## config.mk

```make
export PLATFORM = sky130hd
export DESIGN_NAME = rps_match_engine_flat
export DESIGN_NICKNAME = d
export VERILOG_FILES = /design/src/rtl/rps_match_engine_if.sv /design/src/rtl/rps_match_engine.sv /design/src/flat_wrapper.sv
export SDC_FILE = /design/constraint.sdc
export NUM_CORES = 1
export LEC_CHECK = 0
export ABC_AREA = 1
export ABC_CLOCK_PERIOD_IN_PS = 2200
export BUFFER_PORTS_ARGS = -buffer_cell sky130_fd_sc_hd__buf_2
export CAP_MARGIN = 0
export CELL_PAD_IN_SITES_DETAIL_PLACEMENT = 1
export CELL_PAD_IN_SITES_GLOBAL_PLACEMENT = 1
export CORE_ASPECT_RATIO = 0.5
export CORE_UTILIZATION = 36
export DETAILED_ROUTE_END_ITERATION = 8
export GPL_TIMING_DRIVEN = 0
export PLACE_DENSITY = 0.75
export SLEW_MARGIN = 5
export SYNTH_ARGS = -nofsm -noshare
export SYNTH_HDL_FRONTEND = slang
export SYNTH_SLANG_ARGS = --single-unit
```

## constraint.sdc

```tcl
create_clock -name clk -period 2.2 [get_ports clk]
set_input_delay 0.44 -clock clk [delete_from_list [all_inputs] [get_ports clk]]
set_output_delay 0.44 -clock clk [all_outputs]
set_load 0.05 [all_outputs]
```

## src/rtl/rps_match_engine_if.sv

```systemverilog
// Signal bundle for the rock-paper-scissors match engine.
// Protocol: the engine has no valid/ready pair. A round is requested by a
// rising edge on the level signal start. The engine samples start on each
// clock edge, evaluates the moves captured on that edge, and then waits for
// start to return low before it accepts the next round. new_match is also
// edge-triggered and only acts once a match is finished (state DONE).
interface rps_match_engine_if #(
  parameter int SCORE_W = 4,
  parameter int RCNT_W  = 8
);
  logic [2:0]         p1_move;
  logic [2:0]         p2_move;
  logic               start;
  logic               mode_ext;
  logic               new_match;
  logic [1:0]         state;
  logic [1:0]         round_winner;
  logic [SCORE_W-1:0] p1_score;
  logic [SCORE_W-1:0] p2_score;
  logic [RCNT_W-1:0]  round_cnt;
  logic               match_done;
  logic [1:0]         match_winner;

  modport master (
    output p1_move, p2_move, start, mode_ext, new_match,
    input  state, round_winner, p1_score, p2_score, round_cnt,
           match_done, match_winner
  );

  modport slave (
    input  p1_move, p2_move, start, mode_ext, new_match,
    output state, round_winner, p1_score, p2_score, round_cnt,
           match_done, match_winner
  );
endinterface

```

## src/rtl/rps_match_engine.sv

```systemverilog
// Rock-paper-scissors(-spock-lizard) match engine: plays rounds on start
// edges, keeps per-player scores and a round count, and declares a match
// winner once a player reaches WIN_TARGET round wins.
module rps_match_engine #(
  parameter int WIN_TARGET = 3,
  parameter int SCORE_W    = 4,
  parameter int RCNT_W     = 8
) (
  input  logic              clk,
  input  logic              rst_n,
  rps_match_engine_if.slave mif
);

  typedef enum logic [1:0] {
    IDLE   = 2'b00,
    EVAL   = 2'b01,
    RESULT = 2'b10,
    DONE   = 2'b11
  } state_t;

  localparam logic [SCORE_W-1:0] WIN_T = SCORE_W'(WIN_TARGET);

  state_t             state_q, state_d;
  logic               start_q, new_match_q, start_arm_q;
  logic               start_edge, new_match_edge;
  logic [2:0]         p1_mv_q, p2_mv_q;
  logic               mode_q;
  logic [1:0]         round_winner_q, match_winner_q;
  logic [SCORE_W-1:0] p1_score_q, p2_score_q;
  logic [RCNT_W-1:0]  round_cnt_q;
  logic [1:0]         round_res;
  logic               target_hit;

  // Winner of one round: 11 invalid move, 00 tie, 01 P1, 10 P2.
  function automatic logic [1:0] judge(input logic [2:0] a, input logic [2:0] b,
                                       input logic ext);
    logic [2:0] lim;
    logic [3:0] d;
    lim = ext ? 3'd4 : 3'd2;
    if ((a > lim) || (b > lim)) return 2'b11;
    if (a == b) return 2'b00;
    d = {1'b0, a} + 4'd5 - {1'b0, b};
    if (d >= 4'd5) d = d - 4'd5;
    if ((d == 4'd1) || (d == 4'd3)) return 2'b01;
    return 2'b10;
  endfunction

  // start only counts once it has been seen low after reset, so a start
  // held high through reset release cannot launch a round.
  assign start_edge     = mif.start & ~start_q & start_arm_q;
  assign new_match_edge = mif.new_match & ~new_match_q;

  // Round result and match-end condition from the captured moves/scores.
  always_comb begin
    round_res  = judge(p1_mv_q, p2_mv_q, mode_q);
    target_hit = (p1_score_q == WIN_T) || (p2_score_q == WIN_T);
  end

  // Edge-detect registers for start and new_match.
  always_ff @(posedge clk or negedge rst_n) begin
    if (!rst_n) begin
      start_q     <= 1'b0;
      new_match_q <= 1'b0;
      start_arm_q <= 1'b0;
    end else begin
      start_q     <= mif.start;
      new_match_q <= mif.new_match;
      start_arm_q <= start_arm_q | ~mif.start;
    end
  end

  // FSM state register.
  always_ff @(posedge clk or negedge rst_n) begin
    if (!rst_n) state_q <= IDLE;
    else        state_q <= state_d;
  end

  // FSM next-state logic.
  always_comb begin
    state_d = state_q;
    unique case (state_q)
      IDLE:    if (start_edge) state_d = EVAL;
      EVAL:    state_d = RESULT;
      RESULT:  if (!mif.start) state_d = target_hit ? DONE : IDLE;
      DONE:    if (new_match_edge) state_d = IDLE;
      default: state_d = IDLE;
    endcase
  end

  // Move capture, scoring, round counting and match bookkeeping.
  always_ff @(posedge clk or negedge rst_n) begin
    if (!rst_n) begin
      p1_mv_q        <= '0;
      p2_mv_q        <= '0;
      mode_q         <= 1'b0;
      round_winner_q <= 2'b00;
      match_winner_q <= 2'b00;
      p1_score_q     <= '0;
      p2_score_q     <= '0;
      round_cnt_q    <= '0;
    end else begin
      unique case (state_q)
        IDLE: begin
          if (start_edge) begin
            p1_mv_q <= mif.p1_move;
            p2_mv_q <= mif.p2_move;
            // Game mode is fixed for the whole match once a round has counted.
            if (round_cnt_q == '0) mode_q <= mif.mode_ext;
          end
        end
        EVAL: begin
          round_winner_q <= round_res;
          if ((round_res == 2'b01) && (p1_score_q < WIN_T))
            p1_score_q <= p1_score_q + 1'b1;
          if ((round_res == 2'b10) && (p2_score_q < WIN_T))
            p2_score_q <= p2_score_q + 1'b1;
          if ((round_res != 2'b11) && (round_cnt_q != '1))
            round_cnt_q <= round_cnt_q + 1'b1;
        end
        RESULT: begin
          if (!mif.start && target_hit)
            match_winner_q <= (p1_score_q == WIN_T) ? 2'b01 : 2'b10;
        end
        DONE: begin
          if (new_match_edge) begin
            round_winner_q <= 2'b00;
            match_winner_q <= 2'b00;
            p1_score_q     <= '0;
            p2_score_q     <= '0;
            round_cnt_q    <= '0;
          end
        end
        default: ;
      endcase
    end
  end

  // Output drive: state is exposed directly, match_done decodes DONE.
  always_comb begin
    mif.state        = state_q;
    mif.round_winner = round_winner_q;
    mif.p1_score     = p1_score_q;
    mif.p2_score     = p2_score_q;
    mif.round_cnt    = round_cnt_q;
    mif.match_done   = (state_q == DONE);
    mif.match_winner = match_winner_q;
  end

endmodule

```

## src/flat_wrapper.sv

```systemverilog
// flat-port wrapper written by rule: the top's interface ports become plain ports
module rps_match_engine_flat 
#(
  parameter int WIN_TARGET = 3,
  parameter int SCORE_W    = 4,
  parameter int RCNT_W     = 8
)
  (clk, rst_n, mif_p1_move, mif_p2_move, mif_start, mif_mode_ext, mif_new_match, mif_state, mif_round_winner, mif_p1_score, mif_p2_score, mif_round_cnt, mif_match_done, mif_match_winner);
  rps_match_engine_if #(.SCORE_W(SCORE_W), .RCNT_W(RCNT_W)) mif_i ();
  input  logic clk;
  input  logic rst_n;
  input wire logic [$bits(mif_i.p1_move)-1:0] mif_p1_move;
  input wire logic [$bits(mif_i.p2_move)-1:0] mif_p2_move;
  input wire logic [$bits(mif_i.start)-1:0] mif_start;
  input wire logic [$bits(mif_i.mode_ext)-1:0] mif_mode_ext;
  input wire logic [$bits(mif_i.new_match)-1:0] mif_new_match;
  output wire logic [$bits(mif_i.state)-1:0] mif_state;
  output wire logic [$bits(mif_i.round_winner)-1:0] mif_round_winner;
  output wire logic [$bits(mif_i.p1_score)-1:0] mif_p1_score;
  output wire logic [$bits(mif_i.p2_score)-1:0] mif_p2_score;
  output wire logic [$bits(mif_i.round_cnt)-1:0] mif_round_cnt;
  output wire logic [$bits(mif_i.match_done)-1:0] mif_match_done;
  output wire logic [$bits(mif_i.match_winner)-1:0] mif_match_winner;
  assign mif_i.p1_move = mif_p1_move;
  assign mif_i.p2_move = mif_p2_move;
  assign mif_i.start = mif_start;
  assign mif_i.mode_ext = mif_mode_ext;
  assign mif_i.new_match = mif_new_match;
  assign mif_state = mif_i.state;
  assign mif_round_winner = mif_i.round_winner;
  assign mif_p1_score = mif_i.p1_score;
  assign mif_p2_score = mif_i.p2_score;
  assign mif_round_cnt = mif_i.round_cnt;
  assign mif_match_done = mif_i.match_done;
  assign mif_match_winner = mif_i.match_winner;
  rps_match_engine #(.WIN_TARGET(WIN_TARGET), .SCORE_W(SCORE_W), .RCNT_W(RCNT_W)) u_core (.clk(clk), .rst_n(rst_n), .mif(mif_i));
endmodule
```

==> metrics.csv, run 1 <==
metric,value,unit
worst setup margin,-0.0352,ns
vias in the first global route,1833,
internal power,0.00198,W
number of synthesized flops with an enable pin,0,
Max VDD drop,0.619,mV
overall power,0.00404,W
DRC,0,
Final nets,318,
Syn Nets,277,
Tcrit/Tclk final,1.02,
Worst Setup SP,u_core.p2_mv_q[1],
pwr/cell area,1700,nW/um^2
clk buf depth,2,
R2R depth,13,
first-pass GRT wire length,8.39,mm
Reg power frac,0.228,
Logic pwr share,0.613,
critical path data required time,2.39,ns
flop-to-flop setup slack,-0.04,ns
synthesized flop and latch total,32,
Synth async-reset ratio,1.00,
post-route minimum period,2.24,ns
slowest CP cell,fa_2,
Static Leak,1.33,nW
IO Port Bufs,33,
ANT nets after route,0,
ratio of cells with drive above 1 in the final layout,0.248,
largest net degree at the start of global routing,33,
syn_area_per_cell,7.58,um^2
via count,1790,
startpoint types,flop,
cell family with most CP delay,adder cells,
I/O pins,34,
post-synthesis cell count,252,
Site Rows,18,
critical path class,reg -> reg,
max-slew violations,0,
Die Area,5620,um^2
Reg-to-Reg End,u_core.mif.p2_score[1],
HPWL Detailed,3.79,mm
max incr delay on CP,0.57,ns
WL final,5.07,mm
Mapped Area,1910,um^2
synth warn,0,
starting density of the core,0.380,
Final setup viols,8,
status,finished with violations,
Die Span X,105,um
Place WS,-0.209,ns
gp weighted congestion,0.746,
Slew headroom,0.502,
total CTS buffers,5,
"Cell Count, Final, Fillers Out",364,
per-cell routed wire length,13.9,um
"Seq/Total Area, Yosys",0.419,
Final Hold Vio Count,0,
Max H-tree Level,2,
CORE AREA,5020,um^2
Area growth syn-to-layout,24.6,%
placed cells,355,
top layer in use,met4,
RSZ-0062 raised after global routing,yes,
final core occ,0.474,
Hold Crit Class,in -> async,
Die H,53.5,um
actual slew at the worst max-slew pin,0.748,ns
"commonest non-fill, non-tap cell in the layout",nand2_1,
DR vias/cell,4.92,
most frequent cells in the layout,"nand2_1, inv_1, buf_2, dfrtp_1, nor2_1",
gr usage total,0.200,
first-pass iteration count of the detailed router,4,
CP Cell Sequence,ha_4 -> inv_2 -> ha_4 -> fa_2 -> inv_1 -> nand2_1 -> nand2_1 -> nand3_2 -> nand2_4 -> nor2_4 -> nand2_4 -> nand3_2 -> nand2_1,
Most common cell on crit path,nand2_1,
Clock power frac,0.159,
"Primary FF master, synth",dfrtp_1,
CTS tree,yes,
Iter 0 DRT Violations,40,
antenna violations before repair,0,
Crit Path Max Fanout,4,
metal2 WL,2.55,mm
worst path bufs/invs,2,
Max-Cap Viols,0,
Worst-path clk slew,0.07,ns
TritonCTS Sinks,32,
Root Buffer,clkbuf_8,
global route overflow,0,
sw frac,0.511,
failing checks,negative setup slack,
CP arrival,2.42,ns
Max Clock Freq,0.447,GHz
clock latency on the worst-skew pair,0.29,ns
post-synth cell types,28,
CP Capture Type,flop,
Diodes inserted,0,
M1 WL,2.28,mm
NetSw,0.00207,W
Clock Skews,0.00616,ns
Critical R2R Launch,u_core.p2_mv_q[1],
met3 wire length,142,um
flip-flops by register name, indices dropped and copies added (netlist names):
signal                   flops
u_core.new_match_q           1
u_core.p2_mv_q               3
u_core.mif.round_winner      2
u_core.mif.p2_score          4
u_core.mif.match_winner      2
u_core.mif.state             2
u_core.mode_q                1
u_core.p1_mv_q               3
u_core.mif.round_cnt         8
u_core.start_q               1
u_core.start_arm_q           1
u_core.mif.p1_score          4
power groups by stage:
| stage | sequential [W] | clock, W | combinational, W |
|---|---|---|---|
| floorplan | 0.00128 | 0 | 0.00119 |
| global placement | 0.000918 | 0 | 0.00197 |
| detailed placement | 0.000927 | 0 | 0.00210 |
| CTS | 0.000924 | 0.000655 | 0.00237 |
| global route | 0.000950 | 0.000680 | 0.00276 |
| finish | 0.000924 | 0.000641 | 0.00248 |
what timing repair did:
item,CTS,global route
resized for setup,13,8
gates cloned,0,0
hold buffers,0,0
pin swaps,10,7
buffers inserted,1,0
setup endpoints to repair,10,10
synthesized netlist by cell type, types with 2 or more instances:
master / number / area, um^2
o21ai_0: 7 / 35.0
nand3_1: 20 / 100
nor4_1: 2 / 12.5
inv_2: 5 / 18.8
ha_1: 13 / 163
nand2_1: 73 / 274
buf_2: 2 / 10.0
nand4_1: 4 / 25.0
inv_1: 38 / 143
a21oi_1: 8 / 40.0
nor2_1: 27 / 101
xnor2_1: 3 / 26.3
nor3b_1: 2 / 15.0
nor3_1: 3 / 15.0
dfrtp_1: 32 / 801
worst max path at each step:
| stage | slack (ns) | endpoint | cells past startpoint |
|---|---|---|---|
| 2_1_floorplan | 0.07 | u_core.mif.p2_score[0] | 13 |
| 3_3_place_gp | -0.14 | u_core.mif.p2_score[3] | 14 |
| 3_5_place_dp | -0.21 | u_core.mif.p2_score[2] | 14 |
| 4_1_cts | -0.05 | u_core.mif.p2_score[0] | 13 |
| 5_1_grt | -0.16 | u_core.mif.p1_score[2] | 11 |
| 6_report | -0.04 | u_core.mif.p2_score[1] | 13 |
metal layers:
layer	vias up	track usage
met1	890	0.231
li1	870	-
met5	-	0
met3	11	0.0456
met4	0	0.0728
met2	19	0.374
worst register-to-register path: cells and delay by family (launching register included):
kind	cells	cell delay, ns
and+or+nand+nor	8	0.63
buffers and inverters	2	0.10
adders and majority gates	3	1.00
DFF	1	0.42
metrics by stage:
| stage | instance area (um^2) | TNS [ns] | hold WS, ns |
|---|---|---|---|
| floorplan | 1910 | 0 | 0.144 |
| CTS | 2350 | -0.392 | 0.249 |
| global route | 2380 | -1.21 | 0.263 |
| global placement | 2160 | -0.898 | 0.438 |
| finish | 2380 | -0.207 | 0.209 |
| detailed placement | 2160 | -1.49 | 0.476 |
cell type report:
class / instances / area [um^2]
Inverter: 43 / 161
Tap cell: 70 / 87.6
Buffer: 2 / 10.0
Sequential cell: 32 / 801
Clock buffer: 7 / 96.3
Timing Repair Buffer: 34 / 176
Multi-Input combinational cell: 175 / 1020
Clock inverter: 1 / 30.0
Fill cell: 628 / 2640
cell families (layout without fill, tap and decap cells):
kind of cell / after synthesis / after routing / synth area share
fa+ha+maj: 14 / 14 / 0.0957
buf+inv: 45 / 87 / 0.0898
xor+xnor: 4 / 4 / 0.0184
simple gates: 139 / 139 / 0.326
flops: 32 / 32 / 0.419
compound gates: 17 / 17 / 0.0452
mux: 1 / 1 / 0.00590
(Power assumes the default switching activity.)
==> run 2: changes to the inputs <==
--- a/config.mk
+++ b/config.mk
@@ -16,6 +16,7 @@
 export DETAILED_ROUTE_END_ITERATION = 8
 export GPL_TIMING_DRIVEN = 0
 export PLACE_DENSITY = 0.75
+export SETUP_SLACK_MARGIN = 0.3
 export SLEW_MARGIN = 5
 export SYNTH_ARGS = -nofsm -noshare
 export SYNTH_HDL_FRONTEND = slang
==> run 2 against run 1 <==
Against the previous run: the run still ends with negative setup slack left; global-route usage fell by 0.46 points; setup slack got worse by 0.043 ns; design area fell by 1.1%; fmax fell by 1.9%; flip-flop and latch count did not move; die area did not move; non-clock buffer count rose by 2; clock skew fell by 0.0012 ns; clock-buffer cell count fell by 1; combinational power barely moved; sequential share of layout area rose by 0.36 points; final cell count rose by 0.55%; critical endpoint is now u_core.mif.round_winner[1]; largest power group unchanged.
==> metrics.csv, run 2 (same netlist as run 1, synthesis figures left out) <==
metric,value,unit,change
Finished Cell Area,2350,um^2,-1.1%
vias in the first global route,1716,,-6.4%
startpoint types,flop,,
total CTS buffers,5,,unchanged
Placed Area,2170,um^2,+0.58%
largest net degree at the start of global routing,33,,unchanged
failing checks,negative setup slack,,
global route overflow,0,,unchanged
Area growth syn-to-layout,23.3,%,
HPWL Detailed,3.72,mm,-2.0%
Die H,53.5,um,unchanged
gp weighted congestion,0.768,,+3.0%
Die Area,5620,um^2,unchanged
most frequent cells in the layout,"nand2_1, inv_1, buf_2, dfrtp_1, nor2_1",,
clk buf depth,2,,unchanged
first-pass iteration count of the detailed router,4,,unchanged
setup TNS,-0.443,ns,-0.236 ns
max-slew violations,0,,unchanged
first-pass GRT wire length,8.24,mm,-1.8%
gr usage total,0.195,,-0.00457
status,finished with violations,,
actual slew at the worst max-slew pin,0.764,ns,+0.0160 ns
slowest CP cell,fa_2,,
pwr/cell area,1650,nW/um^2,-2.8%
max FFs per register,8,,unchanged
Max Clock Freq,0.439,GHz,-1.9%
Most common cell on crit path,nand2_1,,
hold slack,0.220,ns,+0.0108 ns
Final setup viols,9,,+1
Max H-tree Level,2,,unchanged
area of the multi-input gates,1010,um^2,-0.25%
DRC,0,,unchanged
WL final,5.10,mm,+0.49%
ANT nets after route,0,,unchanged
Slew headroom,0.491,,-0.0107
Final nets,320,,+0.63%
Static Leak,1.33,nW,-0.49%
TritonCTS Sinks,32,,unchanged
Iter 0 DRT Violations,17,,-57%
Place WS,-0.145,ns,+0.0640 ns
CORE AREA,5020,um^2,unchanged
per-cell routed wire length,13.9,um,about the same
critical path data required time,2.38,ns,about the same
Root Buffer,clkbuf_8,,
DR vias/cell,4.79,,-2.5%
Tcrit/Tclk final,1.04,,+0.0193
via count,1754,,-2.0%
Clock Skews,0.00492,ns,-0.00124 ns
ratio of cells with drive above 1 in the final layout,0.253,,+0.00508
"commonest non-fill, non-tap cell in the layout",nand2_1,,
CTS tree,yes,,
Site Rows,18,,unchanged
worst setup margin,-0.0778,ns,-0.0425 ns
CP Capture Type,flop,,
overall power,0.00389,W,-3.8%
post-route minimum period,2.28,ns,+0.0425 ns
antenna violations before repair,0,,unchanged
Layout fillers,645,,+2.7%
Final Hold Vio Count,0,,unchanged
Max VDD drop,0.702,mV,+13%
CP arrival,2.46,ns,+0.04 ns
starting density of the core,0.380,,unchanged
critical path class,reg -> reg,,
Reg area,801,um^2,unchanged
max incr delay on CP,0.58,ns,about the same
Diodes inserted,0,,unchanged
CP Cell Sequence,ha_4 -> inv_2 -> ha_4 -> fa_2 -> nand2_1 -> nand2_1 -> nand3_1 -> nand2_4 -> nor2_4 -> buf_4 -> o21ai_2 -> nand2_1,,
Worst-path clk slew,0.07,ns,about the same
Max-Cap Viols,0,,unchanged
I/O pins,34,,unchanged
RSZ-0062 raised after global routing,yes,,
Crit Path Max Fanout,4,,unchanged
clock latency on the worst-skew pair,0.29,ns,about the same
"Hold-fix buffers, CTS",0,,unchanged
IO Port Bufs,33,,unchanged
Hold Crit Class,in -> async,,
Die Span X,105,um,unchanged
[run 2: area by class of cell]
class,count,area share
Inverter,43,0.0686
Sequential cell,32,0.340
Buffer,2,0.00425
Timing Repair Buffer,36,0.0797
Clock inverter,2,0.00425
Clock buffer,6,0.0351
Tap cell,70,0.0372
Multi-Input combinational cell,175,0.431
[run 2: report_power, final]
part	total (W)	switching, W	internal, W
registers	0.000926	0.000162	0.000764
logic	0.00248	0.00165	0.000826
clock network	0.000488	0.000238	0.000250
total	0.00389	0.00205	0.00184
[run 2: per-layer routing]
| layer | up-vias | wire length [um] | track usage |
|---|---|---|---|
| li1 | 876 | - | - |
| met1 | 847 | 2480 | 0.241 |
| met2 | 24 | 2420 | 0.352 |
| met3 | 7 | 120 | 0.0369 |
| met4 | 0 | 70 | 0.0634 |
| met5 | - | 0 | 0 |
[run 2: worst paths after layout]
| kind | start | endpoint | slack [ns] | depth (start not counted) |
|---|---|---|---|---|
| max | u_core.p2_mv_q[1] | u_core.mif.round_winner[1] | -0.08 | 12 |
| min | rst_n | u_core.p1_mv_q[1] | 0.22 | 1 |
| max reg2reg | u_core.p2_mv_q[1] | u_core.mif.round_winner[1] | -0.08 | 12 |
| min reg2reg | u_core.start_arm_q | u_core.start_arm_q | 0.49 | 2 |
| max in group asynchronous | rst_n | u_core.mif.round_cnt[0] | 1.50 | 1 |
| min in group clk | mif_new_match | u_core.new_match_q | 0.27 | 1 |
[run 2: what timing repair did]
action	4_1_cts	5_1_grt
buffers inserted	1	2
endpoints found under the setup margin	10	18
resized for setup	8	9
pin swaps	8	7
[run 2: metrics by stage]
stage                     utilization  cells
after global placement          0.433    355
after floorplan                     -    252
after CTS                       0.460    364
final                           0.469    366
after global routing            0.469    366
after detailed placement        0.433    355
[run 2: worst max-delay path, delay by kind of cell, from the launching register on]
family | cells | cell delay, ns
buffers and inverters | 2 | 0.17
and+or+nand+nor | 6 | 0.46
DFF | 1 | 0.41
AOI/OAI and AO/OA | 1 | 0.11
adders and majority gates | 3 | 1.01
